<file path="src/rtl/watchdog_monitor.sv">
// Windowed watchdog: counts cycles between heartbeat kicks, flags a sticky fault
// on a missing (timeout) or premature (early) kick until explicitly cleared.
module watchdog_monitor (
    input  logic        CLK,
    input  logic        RSTN,
    input  logic        EN,
    input  logic        KICK,
    input  logic [15:0] TIMEOUT_LMT,
    input  logic [15:0] WIN_MIN,
    input  logic        CLR,
    output logic        WDFAIL,
    output logic [1:0]  CAUSE,
    output logic [15:0] CNT
);

    localparam logic [1:0] ST_IDLE = 2'd0;
    localparam logic [1:0] ST_RUN  = 2'd1;
    localparam logic [1:0] ST_FAIL = 2'd2;

    localparam logic [1:0] CAUSE_NONE    = 2'b00;
    localparam logic [1:0] CAUSE_TIMEOUT = 2'b01;
    localparam logic [1:0] CAUSE_EARLY   = 2'b10;

    logic [1:0]  state_r;
    logic [15:0] cnt_r;
    logic [1:0]  cause_r;
    logic        wdfail_r;
    logic        kick_d_r;
    logic [15:0] lmt_r;
    logic [15:0] win_r;

    logic [1:0]  state_nxt_s;
    logic [15:0] cnt_nxt_s;
    logic [1:0]  cause_nxt_s;
    logic [15:0] lmt_nxt_s;
    logic [15:0] win_nxt_s;
    logic        kick_evt_s;

    // Rising-edge kick detect; kick_d_r tracks KICK in every state so a level
    // held across arming is never seen as a fresh kick.
    always_comb begin
        kick_evt_s = KICK & ~kick_d_r;
    end

    // Next-state and datapath decision, RUN branches in strict priority order.
    always_comb begin
        state_nxt_s = state_r;
        cnt_nxt_s   = cnt_r;
        cause_nxt_s = cause_r;
        lmt_nxt_s   = lmt_r;
        win_nxt_s   = win_r;
        case (state_r)
            ST_IDLE: begin
                cnt_nxt_s   = 16'd0;
                cause_nxt_s = CAUSE_NONE;
                if (EN) begin
                    state_nxt_s = ST_RUN;
                    lmt_nxt_s   = TIMEOUT_LMT;
                    win_nxt_s   = WIN_MIN;
                end else begin
                    state_nxt_s = ST_IDLE;
                end
            end
            ST_RUN: begin
                if (!EN) begin
                    state_nxt_s = ST_IDLE;
                    cnt_nxt_s   = 16'd0;
                end else if (kick_evt_s && (cnt_r < win_r)) begin
                    state_nxt_s = ST_FAIL;
                    cause_nxt_s = CAUSE_EARLY;
                end else if (kick_evt_s) begin
                    cnt_nxt_s = 16'd0;
                    lmt_nxt_s = TIMEOUT_LMT;
                    win_nxt_s = WIN_MIN;
                end else if (cnt_r == lmt_r) begin
                    state_nxt_s = ST_FAIL;
                    cause_nxt_s = CAUSE_TIMEOUT;
                end else begin
                    // Cannot overflow: the branch above stops the count at lmt_r.
                    cnt_nxt_s = cnt_r + 16'd1;
                end
            end
            ST_FAIL: begin
                if (CLR) begin
                    state_nxt_s = ST_IDLE;
                    cnt_nxt_s   = 16'd0;
                    cause_nxt_s = CAUSE_NONE;
                end else begin
                    state_nxt_s = ST_FAIL;
                end
            end
            default: begin
                state_nxt_s = ST_IDLE;
                cnt_nxt_s   = 16'd0;
                cause_nxt_s = CAUSE_NONE;
            end
        endcase
    end

    // State and output registers with synchronous active-low reset.
    always_ff @(posedge CLK) begin
        if (!RSTN) begin
            state_r  <= ST_IDLE;
            cnt_r    <= 16'd0;
            cause_r  <= CAUSE_NONE;
            wdfail_r <= 1'b0;
            kick_d_r <= 1'b0;
            lmt_r    <= 16'd0;
            win_r    <= 16'd0;
        end else begin
            state_r  <= state_nxt_s;
            cnt_r    <= cnt_nxt_s;
            cause_r  <= cause_nxt_s;
            wdfail_r <= (state_nxt_s == ST_FAIL);
            kick_d_r <= KICK;
            lmt_r    <= lmt_nxt_s;
            win_r    <= win_nxt_s;
        end
    end

    assign WDFAIL = wdfail_r;
    assign CAUSE  = cause_r;
    assign CNT    = cnt_r;

endmodule
</file>
<file path="config.mk">
export PLATFORM = sky130hd
export DESIGN_NAME = watchdog_monitor
export DESIGN_NICKNAME = d
export VERILOG_FILES = /design/src/rtl/watchdog_monitor.sv
export SDC_FILE = /design/constraint.sdc
export NUM_CORES = 1
export LEC_CHECK = 0
export ABC_AREA = 1
export CORE_ASPECT_RATIO = 1.5
export CORE_MARGIN = 2
export CORE_UTILIZATION = 44
export DETAILED_ROUTE_END_ITERATION = 12
export HOLD_SLACK_MARGIN = 0.03
export PLACE_DENSITY_LB_ADDON = 0.3
export SYNTH_ARGS = -nofsm -noshare
export SYNTH_HDL_FRONTEND = slang
export SYNTH_SLANG_ARGS = --single-unit
</file>
<file path="constraint.sdc">
create_clock -name CLK -period 2.9 [get_ports CLK]
set_clock_uncertainty 0.1 [all_clocks]
set_input_delay 0.435 -clock CLK [delete_from_list [all_inputs] [get_ports CLK]]
set_output_delay 0.435 -clock CLK [all_outputs]
set_load 0.05 [all_outputs]
</file>
==> results of run 1 <==
-- layout make-up --
cell class,count,area (µm²),area share
multi-input combinational,345,1790,0.449
clock inverter,2,37.5,0.00941
timing repair buffer,72,691,0.173
clock buffer,6,72.6,0.0182
inverter,57,216,0.0543
sequential,54,1080,0.271
tap,80,100,0.0251
-- worst paths after layout --
| kind | to | slack (ps) | cells after the start |
|---|---|---|---|
| setup / recovery | CNT[2] | 540 | 2 |
| hold reg to reg | win_r[12]$_SDFFE_PN0P_ | 360 | 2 |
| hold / removal | win_r[12]$_SDFFE_PN0P_ | 360 | 2 |
| setup reg to reg | CNT[2]$_SDFFE_PN0P_ | 590 | 11 |
-- through the flow --
step,instance area [µm²],utilization,power [mW],worst slack [ps]
after floorplan,3210,-,1.06,557
after global placement,3880,0.544,1.18,507
after detailed placement,3880,0.544,1.18,432
after CTS,3990,0.559,1.69,541
after global routing,3990,0.559,1.77,431
final,3990,0.559,1.67,543
-- cells in the mapped netlist, drive strengths merged (8+ instances only) --
library cell	count	area (µm²)
nor2	86	363
nand3	31	155
a21oi	36	180
ha	16	200
clkbuf	8	32.5
inv	56	213
dfxtp	54	1080
o21ai	39	195
buf	10	85.1
nor3	15	80.1
xor2	10	87.6
nand2	86	350
nand4	11	68.8
-- sequential cells by signal, summed over array words and instances, names as in the netlist --
signal / flops
win_r: 16
state_r: 2
lmt_r: 16
kick_d_r: 1
CAUSE: 2
WDFAIL: 1
CNT: 16
-- logic make-up (layout without fill, tap and decap cells) --
group,count (synthesis),count (layout),share of synthesized area
AOI/OAI and AO/OA,85,85,0.140
xor gates and xnor gates,10,10,0.0273
adders and majority gates,16,16,0.0625
buffers and inverters,75,137,0.104
DFF,54,54,0.337
and+or+nand+nor,234,234,0.329
-- worst register-to-register path, cell delays in order, from the launching register on --
cell and delay, ps:
dfxtp_1 410, ha_1 340, nand2_1 80, nor4_1 370, nand2_2 140, nand2_2 90
nand2_2 80, nand2_4 170, nand2_4 110, inv_4 190, nor2_1 70, nor2_1 100
-- placed cells by master (no fill, tap or decap), drive strengths merged, types with 3 or more instances in the layout --
master,instances
nand2,86
nor2,86
inv,56
clkdlybuf4s50,55
dfxtp,54
o21ai,39
a21oi,36
nand3,31
buf,17
ha,16
nor3,15
nand4,11
xor2,10
clkbuf,6
o21bai,4
o22ai,3
nand3b,3
-- power breakdown --
part           internal, mW  leakage (nW)  switching (mW)  total, mW
sequential            0.790         0.444          0.0270      0.817
combinational         0.146          1.30           0.203      0.349
clock                 0.258        0.0514           0.250      0.508
-- per-layer routing --
layer  wire, µm  GRT usage  share of wire
met1       3200      0.245           0.36
met4        561      0.157          0.063
met5          0          0              0
met2       4680      0.416           0.53
met3        417     0.0382          0.047
==> reports/qor.csv, run 1 <==
stage,metric,value,unit
worst_setup_path,Crit Path Class,reg2out,
synthesis,register area share after synthesis,0.337,
sta,final hold vios,0,
drt,# DRC,0,
drt,vias,3255,
floorplan,die area,8000,µm²
floorplan,Initial Util,0.449,
clocking,# H-tree levels,2,
synthesis,Mapped Cells,474,
worst_hold_path,Hold WC Path Type,reg2reg,
global_routing,first-pass GRT wire length,14200,µm
clocking,"CTS clk-pin slew, worst paths",100,ps
final_layout,layout cells sized above 1,0.0951,
power,PD cells,420,nW/µm²
global_routing,initial antenna violation count,0,
worst_setup_path,critical path arrival,1820,ps
worst_setup_path,worst-path maximum fanout,5,
sta,setup TNS,0,ps
synthesis,syn_nets,527,
power,worst vdd ir,304,µV
placed_design,placed cell count,608,
floorplan,Row Count,38,
worst_setup_path,WP data required,2370,ps
synthesis,"FF+latch count, synth",54,
global_routing,Total GRT Usage,0.234,
clocking,Post-CTS Hold Buffers,0,
global_routing,vias in the first global route,3080,
run_status,status,finished clean,
synthesis,Mean Syn Cell Area,6.76,µm²
placed_design,Port Buffers,55,
floorplan,die height,109,µm
worst_hold_path,HP Start,win_r[12]$_SDFFE_PN0P_,
final_layout,Finished Layout Cells,616,
global_routing,GRT overflow,0,
sta,RSZ-0062 raised after global routing,false,
synthesis,Mapped Area,3210,µm²
worst_setup_path,worst path cell trace,"buf_4, clkdlybuf4s50_1",
sta,f_max,0.424,GHz
clocking,CTS max path bufs,2,
final_layout,Fillers,704,
synthesis,ys flop type,dfxtp_1,
synthesis,Yosys warnings,0,
clocking,Resize count post-CTS,0,
clocking,clock sink count,54,
sta,Final Cycle Share,0.813,
drt,Routed Wire Length,8860,µm
clocking,CTS Root Cell,clkbuf_8,
synthesis,Yosys cell types,34,
worst_setup_path,CP startpoint,CNT[2]$_SDFFE_PN0P_,
floorplan,I/O pins,56,
placed_design,Detail Placement HPWL,7000,µm
clocking,worst skew pair latency,320,ps
floorplan,Die W,73.7,µm
sta,setup violators final,0,
drt,post-route ant nets,0,
final_layout,ANT cells,0,
worst_setup_path,FF-to-FF Start,CNT[15]$_SDFFE_PN0P_,
global_routing,largest net degree at the start of global routing,56,
worst_setup_path,Worst path top cell family by delay,buffers and inverters,
drt,DR iter-0 viols,217,
drt,WL/cell,14.4,µm
drt,vias per cell,5.28,
worst_setup_path,Setup crit end kind,output port,
worst_setup_path,nature of the critical path startpoint,flip-flop,
worst_setup_path,Worst Path Buf+Inv,2,
sta,fin crit period,2360,ps
job,max_cap viols,0,
final_layout,fin nets,588,
final_layout,Area Overhead vs Synth,24.4,%
clocking,TritonCTS buffer count,5,
synthesis,ys async rst share,0,
synthesis,number of synthesized flops with an enable pin,0,
clocking,CTS tree,yes,
placed_design,routability cong.,0.895,
floorplan,area of the core,7130,µm²
sta,Max Transition Viols Final,0,
drt,drt first pass iters,5,
sta,worst hold slack,364,ps
clocking,# Post-CTS Setup Buffers,0,
worst_setup_path,"slowest stage delay, CP",800,ps
sta,worst slew pin tran,496,ps
power,leakage power,1.80,nW
sta,Rel. slew slack,0.668,
worst_setup_path,"Slowest-stage cell, CP",clkdlybuf4s50_1,
Power figures use the tool's default switching activity.
==> inputs of run 2 (changes only) <==
==> constraint.sdc (replaced) <==
create_clock -name CLK -period 2.1 [get_ports CLK]
set_clock_uncertainty 0.1 [all_clocks]
set_input_delay 0.315 -clock CLK [delete_from_list [all_inputs] [get_ports CLK]]
set_output_delay 0.315 -clock CLK [all_outputs]
set_load 0.05 [all_outputs]
==> run 2 against run 1 <==
Compared with the run above: final cell count rose by 5.2%; count of clock-buffer cells in the layout stayed put; worst hold slack improved by 13 ps; critical path depth grew 11; sequential power grew 38%; flip-flop and latch count unchanged; worst setup slack worse by 510 ps; die area unchanged; via count up 7.6%; first-iteration DRC count shrank 18%; utilization up 10 points.
==> reports/qor.csv, run 2 (synthesis results as in run 1) <==
stage,metric,value,unit,change
floorplan,Row Count,38,,unchanged
global_routing,Total GRT Usage,0.259,,+0.0245
floorplan,Initial Util,0.449,,unchanged
power,NetSw,755,µW,+57%
worst_setup_path,WP data required,2250,ps,-120 ps
clocking,clock sink count,54,,unchanged
drt,Routed Wire Length,10600,µm,+20%
clocking,# H-tree levels,2,,unchanged
drt,post-route ant nets,0,,unchanged
worst_setup_path,FF-to-FF path depth,13,,+2
worst_setup_path,Crit Path Class,reg2reg,,
worst_setup_path,FF-to-FF Start,win_r[11]$_SDFFE_PN0P_,,
clocking,CTS max path bufs,2,,unchanged
power,clock power share,0.289,,-0.014
worst_setup_path,Setup crit end kind,flip-flop,,
power,leakage power,2.28,nW,+27%
power,Pwr Total,2.49,mW,+49%
worst_setup_path,"slowest stage delay, CP",340,ps,-460 ps
placed_design,Area after DPL,4100,µm²,+5.7%
final_layout,ANT cells,0,,unchanged
worst_setup_path,CP startpoint,win_r[11]$_SDFFE_PN0P_,,
worst_setup_path,worst path cell trace,"inv_2, ha_4, nand2_2, o21ai_2, buf_4, nand2_1, nand3_1, inv_2, nand3_4, nand2_4, buf_4, buf_16, a21oi_1",,
floorplan,die height,109,µm,unchanged
floorplan,Die W,73.7,µm,unchanged
worst_setup_path,Crit path depth,13,,+11
final_layout,post-route cell area,4720,µm²,+18%
worst_setup_path,Worst Path Buf+Inv,5,,+3
power,PD cells,527,nW/µm²,+26%
floorplan,I/O pins,56,,unchanged
drt,vias,3501,,+7.6%
sta,setup TNS,0,ps,unchanged
worst_setup_path,nature of the critical path startpoint,flip-flop,,
final_layout,"most common cell after layout, fill and taps aside",nand2_1,,
run_status,status,finished clean,,
worst_hold_path,Hold WC Path Type,reg2reg,,
sta,Max Transition Viols Final,0,,unchanged
job,max_cap viols,0,,unchanged
global_routing,initial antenna violation count,0,,unchanged
global_routing,first-pass GRT wire length,15500,µm,+9.4%
clocking,worst skew pair latency,320,ps,about the same
worst_setup_path,Worst path top cell family by delay,buffers and inverters,,
floorplan,die area,8000,µm²,unchanged
drt,WL/cell,16.4,µm,+14%
worst_setup_path,"Slowest-stage cell, CP",dfxtp_2,,
sta,fin crit period,2070,ps,
floorplan,area of the core,7130,µm²,unchanged
global_routing,vias in the first global route,3333,,+8.2%
placed_design,Detail Placement HPWL,7660,µm,+9.3%
worst_hold_path,HP Start,win_r[3]$_SDFFE_PN0P_,,
sta,f_max,0.483,GHz,
power,worst vdd ir,432,µV,+42%
placed_design,routability cong.,0.968,,+8.2%
power,Pint,1.74,mW,+45%
global_routing,largest net degree at the start of global routing,20,,-64%
clocking,"CTS clk-pin slew, worst paths",100,ps,about the same
clocking,Post-CTS Hold Buffers,0,,unchanged
drt,DR iter-0 viols,179,,-18%
clocking,TritonCTS buffer count,5,,unchanged
sta,RSZ-0062 raised after global routing,true,,
sta,Rel. slew slack,0.645,,-0.0238
power,combinational group share of total power,0.257,,+0.048
final_layout,fin nets,620,,+5.4%
clocking,CTS tree,yes,,
sta,setup violators final,0,,unchanged
worst_hold_path,hold path cells,2,,unchanged
drt,vias per cell,5.40,,+2.2%
final_layout,Finished Layout Cells,648,,+5.2%
worst_setup_path,critical path arrival,2220,ps,+400 ps
sta,final hold vios,0,,unchanged
placed_design,Port Buffers,55,,unchanged
final_layout,layout cells sized above 1,0.290,,+0.195
final_layout,fin util,0.662,,+0.103
sta,Final Cycle Share,0.985,,
sta,worst slew pin tran,532,ps,+36.4 ps
worst_setup_path,worst-path maximum fanout,19,,+14
clocking,CTS Root Cell,clkbuf_8,,
final_layout,most frequent cells in the layout,"70 x nand2_1, 63 x nor2_1, 45 x inv_1, 42 x clkdlybuf4s50_1, 40 x buf_4",,
placed_design,placed cell count,633,,+4.1%
power,switch share,0.303,,+0.0166
global_routing,GRT overflow,0,,unchanged
power,sequential power share,0.454,,-0.034
drt,# DRC,0,,unchanged
drt,drt first pass iters,5,,unchanged
final_layout,Area Overhead vs Synth,47.3,%,
==> run 2: changes by cell type in the layout (fill, tap and decap cells not counted), sizes merged <==
cell | previous run | this run
inv | 56 | 57
clkinv | 1 | 2
dlygate4sd2 | 0 | 1
dlymetal6s2s | 0 | 12
nand2 | 86 | 87
clkdlybuf4s50 | 55 | 42
clkinvlp | 1 | 0
buf | 17 | 47
==> run 2: power by group through the flow <==
stage	clock network, mW	logic [mW]	registers, mW
after floorplan	0	0.297	1.17
after global placement	0	0.519	1.15
after detailed placement	0	0.527	1.15
after CTS	0.728	0.559	1.12
after global routing	0.766	0.701	1.14
final	0.720	0.639	1.13
==> run 2: path summary, 6_finish.rpt <==
path	end	slack [ps]
max	win_r[7]$_SDFFE_PN0P_	30
min	win_r[3]$_SDFFE_PN0P_	380
min reg2reg	win_r[3]$_SDFFE_PN0P_	380
max reg2reg	win_r[7]$_SDFFE_PN0P_	30
==> run 2: metal layers <==
layer | track usage | share of wire | vias up | routed length, µm
met5 | 0 | 0 | - | 0
met4 | 0.131 | 0.045 | 0 | 478
met3 | 0.0419 | 0.049 | 42 | 524
met2 | 0.497 | 0.56 | 126 | 5900
met1 | 0.255 | 0.35 | 1595 | 3710
li1 | - | - | 1738 | -
==> run 2: repair_timing <==
item | 4_1_cts | 5_1_grt
pin swaps | 6 | 25
gates cloned | 1 | 2
setup endpoints to repair | 50 | 57
setup buffers | 3 | 1
resized for setup | 16 | 92
==> run 2: worst min-delay path, stage by stage (launching register included) <==
cell and delay (ps):
dfxtp_1 310, inv_1 60, a21oi_1 60
==> run 2: area by class of cell <==
| cell class | instances | area [µm²] |
|---|---|---|
| Multi-Input combinational cell | 346 | 2170 |
| Clock buffer | 6 | 72.6 |
| Timing Repair inverter | 1 | 8.76 |
| Tap cell | 80 | 100 |
| Sequential cell | 54 | 1110 |
| Fill cell | 595 | 2410 |
| Clock inverter | 2 | 38.8 |
| Timing Repair Buffer | 102 | 996 |
| Inverter | 57 | 226 |
==> run 2: stage by stage <==
stage               hold slack, ps  worst slack, ps
global route                   405            -41.9
floorplan                      308             32.1
finish                         377             30.8
global placement               349             -174
detailed placement             357             -188
CTS                            373            0.487
